--- src/rtl/toy_pack.sv ---
// Shared icache widths plus the data-RAM command bundle used by the data-RAM arbiter.
package toy_pack;

    localparam int ICACHE_INDEX_WIDTH     = 9;
    localparam int ICACHE_DATA_WIDTH      = 64;
    localparam int ICACHE_REQ_TXNID_WIDTH = 4;
    localparam int MSHR_ENTRY_INDEX_WIDTH = 3;

    // Data-RAM address is {way, index}
    localparam int ICACHE_DARB_RAM_ADDR_WIDTH = ICACHE_INDEX_WIDTH + 1;

    typedef struct packed {
        logic                                  wr;
        logic [ICACHE_DARB_RAM_ADDR_WIDTH-1:0] addr;
        logic [ICACHE_DATA_WIDTH-1:0]          wdata;
    } dataram_cmd_t;

    function automatic dataram_cmd_t mk_dataram_cmd(
        input logic                          wr,
        input logic                          way,
        input logic [ICACHE_INDEX_WIDTH-1:0] index,
        input logic [ICACHE_DATA_WIDTH-1:0]  wdata
    );
        dataram_cmd_t c;
        c.wr    = wr;
        c.addr  = {way, index};
        c.wdata = wdata;
        return c;
    endfunction

endpackage

--- src/rtl/icache_dataram_arb.sv ---
// Single-port icache data-RAM arbiter: refill writes beat hit reads, with optional
// read-starvation relief when ICACHE_DARB_STARVE_EN is defined.
module icache_dataram_arb
    import toy_pack::*;
#(
    parameter int STARVE_LIMIT   = 4,
    parameter int RAM_ADDR_WIDTH = ICACHE_INDEX_WIDTH + 1
) (
    input  logic                              clk,
    input  logic                              rst,

    input  logic                              rd_req_vld,
    output logic                              rd_req_rdy,
    input  logic [ICACHE_INDEX_WIDTH-1:0]     rd_req_index,
    input  logic                              rd_req_way,
    input  logic [ICACHE_REQ_TXNID_WIDTH-1:0] rd_req_txnid,

    input  logic                              wr_req_vld,
    output logic                              wr_req_rdy,
    input  logic [ICACHE_INDEX_WIDTH-1:0]     wr_req_index,
    input  logic                              wr_req_way,
    input  logic [ICACHE_DATA_WIDTH-1:0]      wr_req_data,
    input  logic [MSHR_ENTRY_INDEX_WIDTH-1:0] wr_req_entry_idx,

    output logic                              ram_en,
    output logic                              ram_wr,
    output logic [RAM_ADDR_WIDTH-1:0]         ram_addr,
    output logic [ICACHE_DATA_WIDTH-1:0]      ram_wdata,
    input  logic [ICACHE_DATA_WIDTH-1:0]      ram_rdata,

    output logic                              rd_rsp_vld,
    output logic [ICACHE_DATA_WIDTH-1:0]      rd_rsp_data,
    output logic [ICACHE_REQ_TXNID_WIDTH-1:0] rd_rsp_txnid,

    output logic                              wr_done_vld,
    output logic [MSHR_ENTRY_INDEX_WIDTH-1:0] wr_done_entry_idx
);

    if (STARVE_LIMIT < 1 || STARVE_LIMIT > 15) begin : g_bad_limit
        $error("STARVE_LIMIT must be in 1..15");
    end

    logic         starve;
    logic         rd_gnt;
    logic         wr_gnt;
    dataram_cmd_t cmd;

    logic                              rd_rsp_vld_q;
    logic [ICACHE_REQ_TXNID_WIDTH-1:0] rd_rsp_txnid_q;
    logic                              wr_done_vld_q;
    logic [MSHR_ENTRY_INDEX_WIDTH-1:0] wr_done_entry_idx_q;

`ifdef ICACHE_DARB_STARVE_EN
    localparam logic [3:0] LIMIT = 4'(STARVE_LIMIT);

    logic [3:0] starve_cnt_q;
    logic [3:0] starve_cnt_d;

    assign starve = (starve_cnt_q == LIMIT);

    // Counts writes that overtook a waiting read; any read grant or idle read resets it
    always_comb begin
        starve_cnt_d = starve_cnt_q;
        if (rd_gnt || !rd_req_vld) begin
            starve_cnt_d = '0;
        end else if (wr_gnt && !starve) begin
            starve_cnt_d = starve_cnt_q + 4'd1;
        end
    end

    always_ff @(posedge clk or posedge rst) begin
        if (rst) begin
            starve_cnt_q <= '0;
        end else begin
            starve_cnt_q <= starve_cnt_d;
        end
    end
`else
    assign starve = 1'b0;
`endif

    assign rd_req_rdy = !wr_req_vld || starve;
    assign wr_req_rdy = !(starve && rd_req_vld);

    // The two grants are mutually exclusive by construction of the ready terms
    assign rd_gnt = rd_req_vld && rd_req_rdy && !rst;
    assign wr_gnt = wr_req_vld && wr_req_rdy && !rst;

    always_comb begin
        cmd = '0;
        if (wr_gnt) begin
            cmd = mk_dataram_cmd(1'b1, wr_req_way, wr_req_index, wr_req_data);
        end else if (rd_gnt) begin
            cmd = mk_dataram_cmd(1'b0, rd_req_way, rd_req_index, '0);
        end
    end

    assign ram_en    = rd_gnt || wr_gnt;
    assign ram_wr    = cmd.wr;
    assign ram_addr  = RAM_ADDR_WIDTH'(cmd.addr);
    assign ram_wdata = cmd.wdata;

    always_ff @(posedge clk or posedge rst) begin
        if (rst) begin
            rd_rsp_vld_q        <= 1'b0;
            rd_rsp_txnid_q      <= '0;
            wr_done_vld_q       <= 1'b0;
            wr_done_entry_idx_q <= '0;
        end else begin
            rd_rsp_vld_q  <= rd_gnt;
            wr_done_vld_q <= wr_gnt;
            if (rd_gnt) begin
                rd_rsp_txnid_q <= rd_req_txnid;
            end
            if (wr_gnt) begin
                wr_done_entry_idx_q <= wr_req_entry_idx;
            end
        end
    end

    // RAM returns read data one cycle after the command, aligned with rd_rsp_vld
    assign rd_rsp_vld        = rd_rsp_vld_q;
    assign rd_rsp_data       = ram_rdata;
    assign rd_rsp_txnid      = rd_rsp_txnid_q;
    assign wr_done_vld       = wr_done_vld_q;
    assign wr_done_entry_idx = wr_done_entry_idx_q;

endmodule

--- config.mk ---
export PLATFORM = sky130hd
export DESIGN_NAME = icache_dataram_arb
export DESIGN_NICKNAME = d
export VERILOG_FILES = /design/src/rtl/toy_pack.sv /design/src/rtl/icache_dataram_arb.sv
export SDC_FILE = /design/constraint.sdc
export NUM_CORES = 1
export LEC_CHECK = 0
export ABC_AREA = 1
export BUFFER_PORTS_ARGS = -buffer_cell sky130_fd_sc_hd__buf_2
export CORE_AREA = 2 2 121 123
export CTS_BUF_LIST = sky130_fd_sc_hd__clkbuf_4 sky130_fd_sc_hd__clkbuf_8
export CTS_CLUSTER_SIZE = 16
export DETAILED_ROUTE_END_ITERATION = 8
export DIE_AREA = 0 0 123 125
export MAX_ROUTING_LAYER = met4
export SETUP_SLACK_MARGIN = 0.3
export SLEW_MARGIN = 5
export SYNTH_ARGS = -nofsm -noshare
export SYNTH_HDL_FRONTEND = slang
export SYNTH_SLANG_ARGS = --single-unit
--- constraint.sdc ---
create_clock -name clk -period 1.55 [get_ports clk]
set_clock_uncertainty 0.15 [all_clocks]
set_input_delay 0.31 -clock clk [delete_from_list [all_inputs] [get_ports clk]]
set_output_delay 0.31 -clock clk [all_outputs]
set_load 0.05 [all_outputs]
==> run_results.csv, run 1 <==
group,metric,value,unit
cts,htree_levels,1,
run_status,lastStage,"5_2_route",
placement,port_buffers,180,
global_route,grt_pass1_wl,10100,um
global_route,grt_pass1_vias,2024,
sta,grt-worst-endpoint,"ram_wdata[3]",
cts,ctsHoldBuffers,0,
cts,cts_sinks,9,
logic_synthesis,yosys.area_share.adder,0,
logic_synthesis,synth_edf_count,0,
logic_synthesis,ys_seq_elements,9,
logic_synthesis,synth_common_cells,"inv_1, buf_4, nor2_1",
placement,dp_hpwl,5020,um
logic_synthesis,synth_compound_area_frac,0,
logic_synthesis,synth_top_area_frac,0.309,
logic_synthesis,synth-main-ff-cell,"dfrtp_1",
global_route,grt_use_total,0.0856,
global_route,grt_max_degree,21,
run_status,error_line,"[ERROR DRT-0255] Maze Route cannot find path of net ram_rdata[39] in worker of routeBox ( 96600 96600 ) ( 123000 125000 ).",
floorplanning,fp.dieH,125,um
logic_synthesis,yosysUniqueCellTypes,13,
logic_synthesis,synthCells,272,
cts,cts_buffer_depth,2,
floorplanning,io_pins,310,
logic_synthesis,synth_area_per_cell,5.80,sq um
floorplanning,fp-row-count,44,
logic_synthesis,synthesis.area,1580,sq um
logic_synthesis,synth_top_family_by_area,"buffers and inverters",
logic_synthesis,yosysTopAreaCell,"buf_4",
logic_synthesis,yosysWarnings,0,
floorplanning,initial_utilization,0.111,
logic_synthesis,muxShareOfSynthArea,0,
global_route,grt.overflow.total,0,
logic_synthesis,synthSimpleGateAreaFrac,0.337,
sta,timing.worst_endpoint.kind,"output port",
floorplanning,die_w,123,um
placement,placed_area,2770,sq um
global_route,antenna_found_initial,1,
run_status,status,"stopped before the end",
cts,clockRootBuffer,"clkbuf_8",
logic_synthesis,async_reset_ff_frac,1.00,
placement,routabilityCongestion,0.672,
cts,cts_buffers,3,
placement,dp.cells,570,
logic_synthesis,synth-xor-area-share,0,
logic_synthesis,syn_nets,431,
logic_synthesis,synth_most_common_cell,"inv_1",
logic_synthesis,synth_area_leaders,"buf_4, inv_1, dfrtp_1, nor2_1, nand2_1",
logic_synthesis,ys_seq_area_frac,0.143,
==> what timing repair did <==
item,4_1_cts,5_1_grt
cloned,1,1
pin swaps,4,13
resized for setup,209,36
setup buffers,5,2
endpoints found under the setup margin,86,84
==> kinds of logic after synthesis <==
logic type	Yosys count
buf+inv	144
simple gates	118
flops	9
other cells	1
==> metrics by stage <==
stage / TNS (ps) / hold WS (ps) / setup slack [ps]
detailed placement: -15230 / 306 / -247
global placement: -15140 / 304 / -247
floorplan: -945 / 81.1 / -28.9
CTS: -3300 / 69.2 / -98.6
global route: -6560 / 83.9 / -121
==> layer usage <==
metal	global-route usage
met2	0.137
met3	0.0324
met4	0.0434
met5	-
met1	0.0910
==> run 2, diff against run 1 <==
- CTS_BUF_LIST: sky130_fd_sc_hd__clkbuf_4 sky130_fd_sc_hd__clkbuf_8 -> unset
- CTS_CLUSTER_SIZE: 16 -> unset
- MAX_ROUTING_LAYER: met4 -> unset
- PLACE_DENSITY_LB_ADDON: unset -> 0.15
- SETUP_SLACK_MARGIN: 0.3 -> unset
==> run_results.csv, run 2 <==
group,metric,value,unit
routing,viasPerCell,3.33,
sta,fmax,622,MHz
logic_synthesis,synth_area_leaders,"buf_4, inv_1, dfrtp_1, nor2_1, nand2_1",
logic_synthesis,async_reset_ff_frac,1.00,
global_route,grt.overflow.total,0,
logic_synthesis,synth-main-ff-cell,"dfrtp_1",
sta,finalSetupTns,-2130,ps
logic_synthesis,synthesis.area,1580,sq um
floorplanning,die_w,123,um
logic_synthesis,synthCells,272,
floorplanning,fp.dieH,125,um
pwr,power_frac_comb,0.610,
pwr,pwr-share-seq,0.151,
final_layout,layout_commonest_cell,"buf_2",
cts,clkTransAtPathRegs,40,ps
floorplanning,fp-row-count,44,
routing,postRouteAntennaNets,0,
placement,dp.cells,573,
pwr,finalPower,1.86,mW
sta,fin_ws,-58.5,ps
placement,dp_hpwl,5110,um
routing,drtIter0Drc,20,
setup_path,critPathTopFamily,"buffers and inverters",
logic_synthesis,ys_seq_elements,9,
setup_path,startpoint,"wr_req_vld",
final_layout,largest_register_ffs,4,
setup_path,slowest_delay,170,ps
setup_path,critPathCaptureType,"output port",
pwr,clock_power_share,0.239,
cts,cts_buffers,3,
setup_path,path_buf_inv,5,
routing,post_drt_wl_per_cell,10.9,um
sta,slew_violations,0,
setup_path,reg2regPathDepth,2,
floorplanning,io_pins,310,
sta,hold_violations,0,
cts,htree_levels,1,
final_layout,ff_latch_area,225,sq um
routing,drc,0,
setup_path,start_kind,"input pin",
final_layout,fill_cells,1561,
sta,period_needed,1610,ps
setup_path,crit_fanout,15,
sta,period_share,1.04,
final_layout,final_cell_area,3370,sq um
logic_synthesis,syn_nets,431,
run_status,violations,"setup timing",
logic_synthesis,synth_edf_count,0,
placement,post-place-ws,-228,ps
routing,wl,6320,um
floorplanning,floorplan.core_area,14200,sq um
pwr,cellPowerDensity,553,nW/um^2
routing,dr.pass1.iters,4,
logic_synthesis,synth_common_cells,"inv_1, buf_4, nor2_1",
global_route,grt_use_total,0.0741,
cts,cts_sinks,9,
cts,cts_tree,"done",
setup_path,r2r_start,"wr_done_entry_idx[0]$_DFFE_PP0P_",
setup_path,critical_path_class,"input pin to output port",
logic_synthesis,yosysTopAreaCell,"buf_4",
final_layout,multiInputGateArea,866,sq um
setup_path,cp_cell_sequence,"buf_8 -> inv_12 -> nor2_4 -> inv_8 -> buf_12 -> nor2_2 -> buf_6",
cts,clockRootBuffer,"clkbuf_16",
setup_path,worstPathArrival,1150,ps
floorplanning,initial_utilization,0.111,
pwr,p_switching,838,uW
final_layout,drive_gt1_frac,0.696,
logic_synthesis,yosysWarnings,0,
pwr,p_sw_frac,0.450,
setup_path,regToRegSetupSlack,790,ps
placement,routabilityCongestion,0.635,
pwr,internal_power,1.02,mW
final_layout,layout_common_cells,"buf_2, inv_1, buf_6, nor2_4, nand2_1",
pwr,irDropWorstVdd,0.000194,V
routing,dr_total_vias,1927,
sta,rsz0062_at_grt,"true",
logic_synthesis,synth_most_common_cell,"inv_1",
hold_path,min_path_type,"input pin to asynchronous set/reset pin",
run_status,status,"finished, violations left",
final_layout,area_growth,113,%
setup_path,worstPathRequired,1090,ps
cts,clk_latency,230,ps
sta,setup_viol,63,
final_layout,fin_cells,579,
logic_synthesis,synth_top_area_frac,0.309,
setup_path,rr_endpoint,"wr_done_entry_idx[0]$_DFFE_PP0P_",
global_route,antenna_found_initial,0,
floorplanning,fp.dieArea,15400,sq um
placement,placed_area,2560,sq um
global_route,grt_max_degree,17,
placement,port_buffers,180,
global_route,grt_pass1_vias,1944,
logic_synthesis,synth_area_per_cell,5.80,sq um
setup_path,cp_slowest_cell,"nor2_4",
final_layout,antenna_cells,0,
pwr,p_leak,1.84,nW
flow_run,maxCapViolCount,0,
logic_synthesis,ys_seq_area_frac,0.143,
global_route,grt_pass1_wl,9200,um
final_layout,nets,555,
logic_synthesis,yosysUniqueCellTypes,13,
cts,cts_buffer_depth,2,
-- run 2: stage by stage --
step	util	hold slack, ps
floorplan	-	199
global placement	0.180	304
detailed placement	0.180	312
CTS	0.232	48.7
global route	0.237	62.2
finish	0.237	48.0
-- run 2: how the worst max path moves through the flow --
stage,endpoint,slack [ps],cells after the start
3_3_place_gp,ram_addr[5],-200,7
4_1_cts,ram_addr[3],-80,7
6_report,ram_wdata[43],-60,7
3_5_place_dp,ram_wdata[41],-230,7
5_1_grt,ram_wdata[43],-120,7
2_1_floorplan,ram_wdata[10],-90,5
-- run 2: logic make-up after synthesis --
group / count (synthesis) / synth area share
and+or+nand+nor: 118 / 0.337
DFF: 9 / 0.143
other: 1 / 0.00238
buffers and inverters: 144 / 0.518
-- run 2: layout make-up --
type	instances	area share
Sequential cell	9	0.0669
Inverter	68	0.0817
Timing Repair Buffer	195	0.503
Tap cell	184	0.0684
Multi-Input combinational cell	119	0.257
Clock buffer	4	0.0234
-- run 2: layer usage --
metal / vias up / part of all wire / track usage
met4: 0 / 0.030 / 0.0328
met2: 123 / 0.53 / 0.144
met3: 26 / 0.10 / 0.0164
met5: - / 0 / 0
li1: 945 / - / -
met1: 833 / 0.33 / 0.0732
-- run 2: repair_timing --
item | CTS | global route
resized for setup | 185 | 20
endpoints found under the setup margin | 76 | 76
hold buffers | 0 | 0
buffers inserted | 1 | 0
pin swaps | 2 | 2
gates cloned | 2 | 0
-- run 2: power by group through the flow --
stage	Combinational (mW)	Clock (mW)	Sequential [mW]
finish	1.14	0.444	0.281
global route	1.20	0.468	0.285
detailed placement	0.945	0	0.284
global placement	0.944	0	0.282
CTS	1.13	0.456	0.282
floorplan	1.00	0	0.384
-- run 2: tightest hold or removal path, stage by stage --
cell and delay, ps:
buf_6 100, inv_1 130, buf_4 240
Power figures use the tool's default switching activity.
==> run 3, diff against run 2 <==
- CTS_BUF_LIST: unset -> sky130_fd_sc_hd__clkbuf_16
==> run_results.csv, run 3 (synthesized netlist as in run 2, its figures left out) <==
group,metric,value,unit
global_route,use_met3,0.0164,
final_layout,largest_register_ffs,4,
cts,clk_latency,230,ps
final_layout,antenna_cells,0,
placement,placed_area,2560,sq um
setup_path,slowest_delay,170,ps
setup_path,cp_slowest_cell,"nor2_4",
pwr,finalPower,1.86,mW
cts,cts_tree,"done",
setup_path,path_buf_inv,5,
routing,post_drt_wl_per_cell,10.9,um
setup_path,worstPathRequired,1090,ps
hold_path,min_path_type,"input pin to asynchronous set/reset pin",
routing,dr_total_vias,1927,
setup_path,cp_cell_sequence,"buf_8 -> inv_12 -> nor2_4 -> inv_8 -> buf_12 -> nor2_2 -> buf_6",
sta,fin_ws,-58.5,ps
pwr,p_leak,1.84,nW
sta,hold_violations,0,
sta,period_share,1.04,
setup_path,critPathTopFamily,"buffers and inverters",
placement,port_buffers,180,
final_layout,layout_common_cells,"buf_2, inv_1, buf_6, nor2_4, nand2_1",
floorplanning,io_pins,310,
final_layout,nets,555,
sta,period_needed,1610,ps
final_layout,drive_gt1_frac,0.696,
global_route,top_usage_layer,"met2",
floorplanning,initial_utilization,0.111,
floorplanning,die_w,123,um
global_route,grt.overflow.total,0,
sta,rsz0062_at_grt,"true",
routing,wl,6320,um
global_route,grt_pass1_wl,9200,um
setup_path,startpoint,"wr_req_vld",
global_route,grt_max_degree,17,
setup_path,critPathCaptureType,"output port",
routing,postRouteAntennaNets,0,
cts,cts_buffer_depth,2,
flow_run,maxCapViolCount,0,
final_layout,final_cell_area,3370,sq um
placement,dp.cells,573,
final_layout,utilization,0.237,
pwr,irDropWorstVdd,0.000194,V
floorplanning,fp.dieH,125,um
routing,viasPerCell,3.33,
routing,dr.pass1.iters,4,
pwr,cellPowerDensity,551,nW/um^2
global_route,grt_use_total,0.0741,
cts,clockRootBuffer,"clkbuf_16",
cts,cts_sinks,9,
final_layout,fin_cells,579,
floorplanning,floorplan.core_area,14200,sq um
routing,drc,0,
routing,drtIter0Drc,20,
run_status,violations,"setup timing",
global_route,grtUsageMet2,0.144,
final_layout,area_growth,113,%
cts,clkTransAtPathRegs,40,ps
global_route,grt_pass1_vias,1944,
final_layout,fill_cells,1561,
setup_path,worstPathArrival,1150,ps
sta,slew_violations,0,
run_status,status,"finished, violations left",
cts,htree_levels,1,
setup_path,critical_path_class,"input pin to output port",
setup_path,r2r_start,"wr_done_entry_idx[0]$_DFFE_PP0P_",
global_route,antenna_found_initial,0,
setup_path,start_kind,"input pin",
cts,cts_buffers,3,
placement,dp_hpwl,5110,um
global_route,grt_use_met1,0.0732,
floorplanning,fp.dieArea,15400,sq um
final_layout,layout_commonest_cell,"buf_2",
placement,routabilityCongestion,0.635,
setup_path,crit_fanout,15,
sta,setup_viol,63,
cts,ctsHoldBuffers,0,
floorplanning,fp-row-count,44,
sta,fmax,622,MHz
## run 3: final cells by class
cell class | count | area (sq um) | share of cell area
timing repair buffer | 195 | 1690 | 0.503
clock buffer | 3 | 75.1 | 0.0223
multi-input combinational | 119 | 866 | 0.257
sequential | 9 | 225 | 0.0669
clock inverter | 1 | 3.75 | 0.00111
tap | 184 | 230 | 0.0684
inverter | 68 | 275 | 0.0817
## run 3: through the flow
| step | hold WS [ps] | setup TNS, ps | setup WS, ps |
|---|---|---|---|
| after detailed placement | 312 | -14770 | -228 |
| after CTS | 48.4 | -1680 | -75.5 |
| after floorplan | 199 | -4600 | -86.3 |
| after global placement | 304 | -13320 | -197 |
| final | 47.8 | -2130 | -58.5 |
| after global routing | 62.1 | -6660 | -124 |
## run 3: power breakdown
part	total [mW]	switching [mW]	internal, mW
Sequential	0.281	0.0157	0.265
Clock	0.438	0.102	0.336
Combinational	1.14	0.721	0.415
Total	1.86	0.839	1.02
## run 3: path summary, 6_finish.rpt
| kind | slack (ps) | cells past startpoint | to |
|---|---|---|---|
| min in group clk | 140 | 3 | wr_done_entry_idx[2]$_DFFE_PP0P_ |
| worst max-delay path | -60 | 7 | ram_wdata[43] |
| max in group asynchronous | 1050 | 3 | rd_rsp_txnid[0]$_DFFE_PP0N_ |
| worst min-delay path | 50 | 3 | wr_done_entry_idx[0]$_DFFE_PP0P_ |
| worst min register to register | 320 | 2 | rd_rsp_txnid[1]$_DFFE_PP0N_ |
| worst max register to register | 790 | 2 | wr_done_entry_idx[0]$_DFFE_PP0P_ |
## run 3: layer usage
layer,wire [um],share of wire
met1,2100,0.33
met4,192,0.030
met2,3370,0.53
met3,647,0.10
met5,0,0
## run 3: repair_timing
item,4_1_cts,5_1_grt
setup buffers,1,0
setup endpoints to repair,76,76
gates cloned,2,0
resized for setup,185,20
pin swaps,2,2
## run 3: tightest hold or removal path: stages
cell	delay, ps
buf_6	100
inv_1	130
buf_4	240
==> run 4, diff against run 3 <==
- CTS_BUF_LIST: sky130_fd_sc_hd__clkbuf_16 -> sky130_fd_sc_hd__clkbuf_4 sky130_fd_sc_hd__clkbuf_8
==> run_results.csv, run 4 (synthesized netlist as in run 2, its figures left out) <==
group,metric,value,unit
setup_path,cp_cell_sequence,"buf_8 -> inv_12 -> nor2_4 -> inv_8 -> buf_12 -> nor2_2 -> buf_6",
setup_path,slowest_delay,170,ps
final_layout,fin_cells,579,
setup_path,start_kind,"input pin",
global_route,grtUsageMet2,0.144,
pwr,p_leak,1.83,nW
final_layout,fill_cells,1567,
sta,slew_violations,0,
global_route,grt_use_met1,0.0732,
routing,viasPerCell,3.33,
final_layout,final_cell_area,3340,sq um
final_layout,nets,555,
sta,finalSetupTns,-2130,ps
final_layout,layout_common_cells,"buf_2, inv_1, buf_6, nor2_4, nand2_1",
hold_path,min_path_type,"input pin to asynchronous set/reset pin",
cts,cts_buffer_depth,2,
flow_run,maxCapViolCount,0,
setup_path,worstPathArrival,1150,ps
placement,port_buffers,180,
cts,clockRootBuffer,"clkbuf_8",
sta,period_share,1.04,
final_layout,drive_gt1_frac,0.699,
setup_path,critPathCaptureType,"output port",
sta,fin_ws,-58.5,ps
final_layout,largest_register_ffs,4,
final_layout,ff_latch_area,225,sq um
global_route,top_usage_layer,"met2",
setup_path,crit_fanout,15,
final_layout,multiInputGateArea,866,sq um
pwr,irDropWorstVdd,0.000147,V
floorplanning,floorplan.core_area,14200,sq um
sta,hold_slack,50.1,ps
setup_path,reg2regPathDepth,2,
sta,period_needed,1610,ps
setup_path,regToRegSetupSlack,790,ps
setup_path,worstPathRequired,1090,ps
setup_path,critical_path_class,"input pin to output port",
cts,ctsHoldBuffers,0,
sta,hold_violations,0,
setup_path,rr_endpoint,"wr_done_entry_idx[0]$_DFFE_PP0P_",
floorplanning,fp.dieArea,15400,sq um
cts,cts_tree,"done",
global_route,use_met3,0.0164,
final_layout,area_growth,112,%
cts,clk_latency,230,ps
routing,post_drt_wl_per_cell,10.9,um
routing,wl,6310,um
floorplanning,io_pins,310,
run_status,status,"finished, violations left",
placement,routabilityCongestion,0.635,
final_layout,antenna_cells,0,
setup_path,cp_slowest_cell,"nor2_4",
global_route,grt_use_total,0.0741,
global_route,grt_max_degree,17,
floorplanning,initial_utilization,0.111,
sta,setup_viol,63,
placement,dp_hpwl,5110,um
run_status,violations,"setup timing",
floorplanning,fp-row-count,44,
global_route,antenna_found_initial,0,
global_route,grt_pass1_wl,9210,um
global_route,grt.overflow.total,0,
routing,drtIter0Drc,21,
routing,postRouteAntennaNets,0,
setup_path,r2r_start,"wr_done_entry_idx[0]$_DFFE_PP0P_",
cts,htree_levels,1,
floorplanning,fp.dieH,125,um
sta,fmax,622,MHz
placement,placed_area,2560,sq um
final_layout,layout_commonest_cell,"buf_2",
cts,cts_buffers,3,
sta,rsz0062_at_grt,"true",
cts,clkTransAtPathRegs,40,ps
global_route,grt_pass1_vias,1943,
placement,dp.cells,573,
routing,dr.pass1.iters,4,
routing,drc,0,
floorplanning,die_w,123,um
routing,dr_total_vias,1926,
cts,cts_sinks,9,
pwr,cellPowerDensity,509,nW/um^2
run 4: cell types whose count changed in the layout (fill, tap and decap cells not counted):
cell,previous run,this run
inv_1,67,66
clkbuf_4,1,2
clkbuf_16,3,0
clkbuf_8,0,3
run 4: metal layers:
metal,wire length [um],vias to the layer above
met4,192,0
met2,3380,123
met5,0,-
met1,2100,832
li1,-,945
met3,647,26
run 4: worst max-delay path, delay by kind of cell:
| kind | cells | cell delay, ps |
|---|---|---|
| buffers and inverters | 5 | 560 |
| and+or+nand+nor | 2 | 270 |
run 4: layout make-up:
cell class,count,area share
flip-flops and latches,9,0.0675
inverters,68,0.0825
multi-input cells,119,0.259
clock buffers,4,0.0146
well taps,184,0.0690
repair buffers,195,0.507
run 4: worst max-delay path by stage:
stage	to	slack [ps]	start
floorplan	ram_wdata[10]	-90	wr_req_vld
finish	ram_wdata[43]	-60	wr_req_vld
global placement	ram_addr[5]	-200	wr_req_vld
global route	ram_wdata[43]	-120	wr_req_vld
detailed placement	ram_wdata[41]	-230	wr_req_vld
CTS	ram_addr[3]	-80	rst
run 4: stage by stage:
step                setup slack [ps]  power, mW   util
floorplan                      -86.3       1.39      -
global placement                -197       1.23  0.180
detailed placement              -228       1.23  0.180
CTS                            -75.5       1.71  0.230
global route                    -124       1.79  0.235
finish                         -58.5       1.70  0.235
run 4: where the power goes:
part | total (mW) | internal, mW | switching, mW
logic | 1.14 | 0.415 | 0.721
registers | 0.280 | 0.265 | 0.0156
clock network | 0.282 | 0.196 | 0.0855
run 4: what timing repair did:
action,CTS,global route
endpoints found under the hold margin,0,0
endpoints found under the setup margin,76,76
setup buffers,1,0
resized for setup,185,20
gates cloned,2,0
pin swaps,2,2
